File: src/rtl/norm_pkg.sv
// ----------------------------------------------------------------------------
// norm_pkg
//   Shared definitions for the norm scheduler: FSM state encoding and the
//   default count/result widths.
// ----------------------------------------------------------------------------
package norm_pkg;

   localparam int C_DEF = 20;   // width of channel counts and shared max
   localparam int S_DEF = 8;    // normalized result precision

   typedef enum logic [2:0] {
      ST_IDLE,
      ST_GRANT,
      ST_ISSUE,
      ST_WAIT_ACK,
      ST_WAIT_DONE,
      ST_STORE
   } sched_state_t;

endpackage

File: src/rtl/rr_arbiter.sv
// ----------------------------------------------------------------------------
// rr_arbiter
//   Combinational round-robin pick: returns the index of the first set bit of
//   pending_i at or after ptr_i, wrapping past N-1 back to 0.
// Ports
//   pending_i  in   N    request bits
//   ptr_i      in   IW   priority start index (0..N-1)
//   grant_o    out  IW   binary index of the selected channel
//   any_o      out  1    at least one request is pending
// ----------------------------------------------------------------------------
module rr_arbiter #(
   parameter int N  = 4,
   parameter int IW = 2
) (
   input  logic [N-1:0]  pending_i,
   input  logic [IW-1:0] ptr_i,
   output logic [IW-1:0] grant_o,
   output logic          any_o
);

   // Scan from the farthest offset down to offset 0 so the nearest pending
   // channel to ptr_i is the last assignment and therefore wins.
   always_comb begin
      // NOTE: every output gets a default before the loop; without it a
      // cycle with no pending bit would leave grant_o unassigned and infer a latch.
      grant_o = '0;
      any_o   = |pending_i;
      for (int k = N - 1; k >= 0; k--) begin
         if (pending_i[(int'(ptr_i) + k) % N]) begin
            grant_o = IW'((int'(ptr_i) + k) % N);
         end
      end
   end

endmodule

File: src/rtl/norm_sched.sv
// ----------------------------------------------------------------------------
// norm_sched
//   Round-robin scheduler sharing one norm divider among N channel counters.
//   Requests latch into pending bits; each granted channel snapshots its count
//   and the shared max, and either resolves locally (max==0 -> 0,
//   count>=max -> all ones) or runs the divider start/ready handshake.
// Ports
//   clk, nrst        clock, asynchronous active-low reset
//   req          in  N     per-channel request level, sampled every cycle
//   count        in  N*C   channel counts, channel i at [i*C +: C]
//   max          in  C     shared full-scale value
//   norm_start   out 1     one-cycle divider start pulse
//   norm_count   out C     snapshotted count for the divider
//   norm_max     out C     snapshotted max for the divider
//   norm_count_nm in S     divider result
//   norm_ready   in  1     divider idle / result valid
//   result       out N*S   latest normalized value per channel, [i*S +: S]
//   done         out N     one-cycle pulse when result[i] updates
//   busy         out 1     scheduler not idle
//   err          out 1     sticky: divider never acknowledged a start
// ----------------------------------------------------------------------------
module norm_sched
   import norm_pkg::*;
#(
   parameter int N      = 4,
   parameter int C      = C_DEF,
   parameter int S      = S_DEF,
   parameter int ACK_TO = 4
) (
   input  logic           clk,
   input  logic           nrst,
   input  logic [N-1:0]   req,
   input  logic [N*C-1:0] count,
   input  logic [C-1:0]   max,
   output logic           norm_start,
   output logic [C-1:0]   norm_count,
   output logic [C-1:0]   norm_max,
   input  logic [S-1:0]   norm_count_nm,
   input  logic           norm_ready,
   output logic [N*S-1:0] result,
   output logic [N-1:0]   done,
   output logic           busy,
   output logic           err
);

   localparam int IW = (N > 1) ? $clog2(N) : 1;
   localparam int AW = $clog2(ACK_TO + 1);

   sched_state_t  state_q;
   logic [N-1:0]  pending_q;
   logic [IW-1:0] ptr_q;
   logic [IW-1:0] grant_q;
   logic [S-1:0]  staged_q;
   logic [AW-1:0] ack_cnt_q;

   logic [IW-1:0] arb_idx;
   logic          arb_any;
   logic [C-1:0]  snap_count;
   logic [N-1:0]  grant_clr;

   rr_arbiter #(
      .N  (N),
      .IW (IW)
   ) u_arb (
      .pending_i (pending_q),
      .ptr_i     (ptr_q),
      .grant_o   (arb_idx),
      .any_o     (arb_any)
   );

   assign snap_count = count[int'(arb_idx) * C +: C];

   // The granted bit is cleared in GRANT, but a req seen in the same cycle
   // is OR-ed back in afterwards so it is not lost.
   assign grant_clr = (state_q == ST_GRANT) ? (N'(1) << arb_idx) : '0;

   assign busy = (state_q != ST_IDLE);

   always_ff @(posedge clk or negedge nrst) begin
      if (!nrst) begin
         // NOTE: result is a flat register (not a RAM), so clearing it in
         // reset is cheap and keeps stale values from an abandoned job out.
         state_q    <= ST_IDLE;
         pending_q  <= '0;
         ptr_q      <= '0;
         grant_q    <= '0;
         staged_q   <= '0;
         ack_cnt_q  <= '0;
         norm_start <= 1'b0;
         norm_count <= '0;
         norm_max   <= '0;
         result     <= '0;
         done       <= '0;
         err        <= 1'b0;
      end else begin
         // NOTE: non-blocking throughout; every register here updates from
         // the values present at the edge, never from one another mid-block.
         pending_q  <= (pending_q & ~grant_clr) | req;
         norm_start <= 1'b0;
         done       <= '0;

         case (state_q)
            ST_IDLE: begin
               if (arb_any && norm_ready) state_q <= ST_GRANT;
            end

            ST_GRANT: begin
               grant_q    <= arb_idx;
               ptr_q      <= (arb_idx == IW'(N - 1)) ? '0 : arb_idx + IW'(1);
               norm_count <= snap_count;
               norm_max   <= max;
               if (max == '0) begin
                  staged_q <= '0;
                  state_q  <= ST_STORE;
               end else if (snap_count >= max) begin
                  staged_q <= '1;
                  state_q  <= ST_STORE;
               end else begin
                  norm_start <= 1'b1;
                  state_q    <= ST_ISSUE;
               end
            end

            // norm_start is high during this state only.
            ST_ISSUE: begin
               ack_cnt_q <= '0;
               state_q   <= ST_WAIT_ACK;
            end

            ST_WAIT_ACK: begin
               if (!norm_ready) begin
                  state_q <= ST_WAIT_DONE;
               end else if (ack_cnt_q == AW'(ACK_TO - 1)) begin
                  err     <= 1'b1;
                  state_q <= ST_IDLE;
               end else begin
                  ack_cnt_q <= ack_cnt_q + AW'(1);
               end
            end

            ST_WAIT_DONE: begin
               if (norm_ready) begin
                  staged_q <= norm_count_nm;
                  state_q  <= ST_STORE;
               end
            end

            ST_STORE: begin
               result[int'(grant_q) * S +: S] <= staged_q;
               done    <= N'(1) << grant_q;
               state_q <= ST_IDLE;
            end

            default: state_q <= ST_IDLE;
         endcase
      end
   end

endmodule

File: config.mk
export PLATFORM = sky130hd
export DESIGN_NAME = norm_sched
export DESIGN_NICKNAME = d
export VERILOG_FILES = /design/src/rtl/norm_pkg.sv /design/src/rtl/rr_arbiter.sv /design/src/rtl/norm_sched.sv
export SDC_FILE = /design/constraint.sdc
export NUM_CORES = 1
export LEC_CHECK = 0
export BUFFER_PORTS_ARGS = -buffer_cell sky130_fd_sc_hd__buf_2
export CELL_PAD_IN_SITES_DETAIL_PLACEMENT = 0
export CELL_PAD_IN_SITES_GLOBAL_PLACEMENT = 1
export CORE_MARGIN = 10
export CORE_UTILIZATION = 30
export CTS_CLUSTER_SIZE = 24
export DETAILED_ROUTE_END_ITERATION = 12
export PLACE_DENSITY_LB_ADDON = 0.1
export SETUP_SLACK_MARGIN = 0.3
export SLEW_MARGIN = 20
export SYNTH_ARGS = -nofsm -noshare
export SYNTH_HDL_FRONTEND = slang
export SYNTH_SLANG_ARGS = --single-unit
File: constraint.sdc
create_clock -name clk -period 5 [get_ports clk]
set_input_delay 0 -clock clk [delete_from_list [all_inputs] [get_ports clk]]
set_output_delay 0 -clock clk [all_outputs]
set_load 0.05 [all_outputs]
==> impl_metrics.json <==
{
  "ys.flop_type": "dfrtp_1",
  "hp-class": "in2reg",
  "max_stage_delay_ps": 570,
  "holdWs_ps": 9.19,
  "reg2reg_from": "ptr_q[1]",
  "clockBufferDepth": 2,
  "synthToLayoutAreaGrowth_pct": 32.1,
  "setup_viol": 0,
  "worstPathMaxFanout": 38,
  "grt_max_degree": 58,
  "cts_sinks": 100,
  "synth-simple-area-share_pct": 12.9,
  "hpwl_um": 13300,
  "fin_crit_sh_pct": 79.0,
  "synth_adder_area_share_pct": 7.59,
  "synth_compound_area_share_pct": 12.0,
  "slew_headroom_pct": 31.2,
  "cts-buffers-inserted": 9,
  "drt_pass1_iterations": 4,
  "fp.dieArea_mm2": 0.0239,
  "tritoncts": "done",
  "wirelength_um": 17100,
  "async_flop_share_pct": 100,
  "power.leakage_nw": 3.78,
  "postCtsResizedCells": 0,
  "finalNetCount": 905,
  "synth_top_area_cell": "dfrtp_1",
  "cpLargestDelayFamily": "compound AO/OA/AOI/OAI gates",
  "synth_area_leaders": "dfrtp_1, mux2i_1, nand2_1",
  "synth_commonest_cells": "nand2_1, dfrtp_1, mux2i_1, o21ai_0, inv_1",
  "gp_congestion": 0.783,
  "grt_pass1_wl_um": 27500,
  "muxShareOfSynthArea_pct": 16.5,
  "required_ps": 5200,
  "p_per_area_mw_per_mm2": 726,
  "drt_iter0_drc": 117,
  "vias": 4507,
  "vdd_drop_max_mv": 0.373,
  "cap_violations": 0,
  "drc": 0,
  "ctsHoldBuffers": 29,
  "htree_levels": 3,
  "syn_nets": 688,
  "crit_type": "reg2reg",
  "crit_arrival_ps": 4140,
  "fin_setup_tns_ps": 0,
  "synth.most_common_cell": "nand2_1",
  "cp-start-kind": "flop",
  "viasPerCell": 4.54,
  "synth_cell_type_count": 46,
  "synth-seq-cells": 100,
  "die_x_um": 155,
  "floorplan.initialDensity_pct": 30.4,
  "grt_pass1_vias": 5033,
  "overflow": 0,
  "outcome": "finished clean",
  "drv_slew": 0,
  "final_hold_viol_count": 0,
  "crit_slowest_cell": "buf_4",
  "synth_xor_area_share_pct": 0,
  "fmax_mhz": 253,
  "hp-start": "max[16]",
  "rsz0062_at_grt": "no",
  "worst_pin_slew_ps": 1030,
  "min_path_cells": 3,
  "r2r_cells": 13,
  "coreArea_mm2": 0.0179,
  "cp_common_cell": "mux2i_1",
  "rrSetupSlack_ps": 1050,
  "synthCells": 540,
  "rows": 49,
  "netlist_area_mm2": 0.00544,
  "cp_num_buf_inv": 1,
  "path_cells": "a21oi_1 -> o21a_1 -> o22ai_4 -> buf_4 -> mux2i_1 -> mux2i_1 -> ha_1 -> a21o_1 -> a31oi_1 -> o21ai_1 -> a2111oi_2 -> a221oi_4 -> mux2i_1",
  "io_pins": 194,
  "reg2reg_to": "staged_q[3]",
  "port_buffers": 193,
  "grt_usage_pct": 14.3,
  "postCtsSetupRepairBufs": 0,
  "skew_ps": 10.6,
  "synth_edf_count": 0,
  "layout-drive-gt1-share_pct": 32.0,
  "clock_latency_ps": 350,
  "postRouteAntennaNets": 0,
  "dieHeight_um": 155,
  "clk_pin_slew_ps": 70,
  "yosys_warnings": 0,
  "end_kind": "flop",
  "yosys.area.top_type_share_pct": 46.0,
  "cts_root_buf": "clkbuf_16",
  "antenna_found_initial": 1,
  "synth_seq_area_share_pct": 46.0,
  "synth_top_family_by_area": "multiplexers",
  "routedWlPerCell_um": 17.2,
  "syn_avg_cell_area_um2": 10.1,
  "period_needed_ps": 3950,
  "holdPathEnd": "norm_max[16]"
}
-- layer usage --
layer / up-vias / GRT usage (%) / part of all wire (%) / wire length (um)
met5: - / 0 / 0 / 0
met4: 0 / 4.18 / 1.3 / 223
met3: 16 / 5.55 / 8.3 / 1430
met2: 133 / 23.3 / 47 / 8110
met1: 2069 / 17.0 / 43 / 7330
li1: 2289 / - / - / -
-- power by group --
group	total (mW)	internal, mW	switching (mW)	leakage [nW]
registers	1.39	1.13	0.257	1.23
logic	3.11	1.02	2.09	2.40
clock network	0.710	0.391	0.319	0.140
-- cell families after synthesis --
logic type,count (synthesis)
flops,100
buf+inv,56
mux,87
fa+ha+maj,33
simple gates,158
compound gates,106
-- registers in the layout, summed over array words and instances (netlist names), 2 cells and up --
register    count
done            4
result         32
state_q         3
norm_count     20
norm_max       20
ptr_q           2
pending_q       4
staged_q        8
ack_cnt_q       3
grant_q         2
-- per-stage QoR --
stage	power (mW)	std cells	instance area [um^2]	util [%]	setup slack [ps]
floorplan	3.79	540	5440	-	1840
global placement	4.51	946	6600	36.8	1210
detailed placement	4.56	946	6600	36.8	1040
CTS	5.31	991	7180	40.1	995
global route	5.64	991	7180	40.1	757
finish	5.21	992	7180	40.1	1050
-- layout by cell type, fill, tap and decap left out, types with 3 or more instances in the layout --
master,count
mux2i_1,67
o21ai_0,67
o21ai_1,3
nand3_1,3
nor2_1,12
clkbuf_16,9
nor3b_1,4
buf_4,6
buf_2,192
a22o_1,3
nand4_1,3
dfrtp_1,100
a21oi_1,11
nand2b_1,3
inv_1,35
nand2_1,112
o21a_1,3
nor4_2,3
mux2_2,19
and2_1,4
ha_1,33
dlygate4sd3_1,29
a21o_1,8
-- worst max-delay path by stage --
stage                        start          end  cells past startpoint
after global routing      ptr_q[1]  staged_q[3]                     13
after global placement    ptr_q[1]  staged_q[4]                     13
after CTS                 ptr_q[1]  staged_q[3]                     13
after detailed placement  ptr_q[1]  staged_q[3]                     13
after floorplan           ptr_q[1]  staged_q[0]                     14
final                     ptr_q[1]  staged_q[3]                     13
-- area by class of cell --
cell class / instances / area (um^2)
Antenna cell: 1 / 2.50
Clock buffer: 11 / 233
Clock inverter: 5 / 60.1
Fill cell: 1865 / 10700
Inverter: 35 / 131
Multi-Input combinational cell: 384 / 2670
Sequential cell: 100 / 2500
Tap cell: 229 / 287
Timing Repair Buffer: 227 / 1300
-- worst register-to-register path: cells and delay by family (launching register included) --
family	cells	cell delay [ps]
AO/OA/AOI/OAI	8	1790
multiplexers	3	620
buffers and inverters	1	570
flip-flops	1	480
adder cells (fa/ha/maj)	1	330
Power figures use the tool's default switching activity.
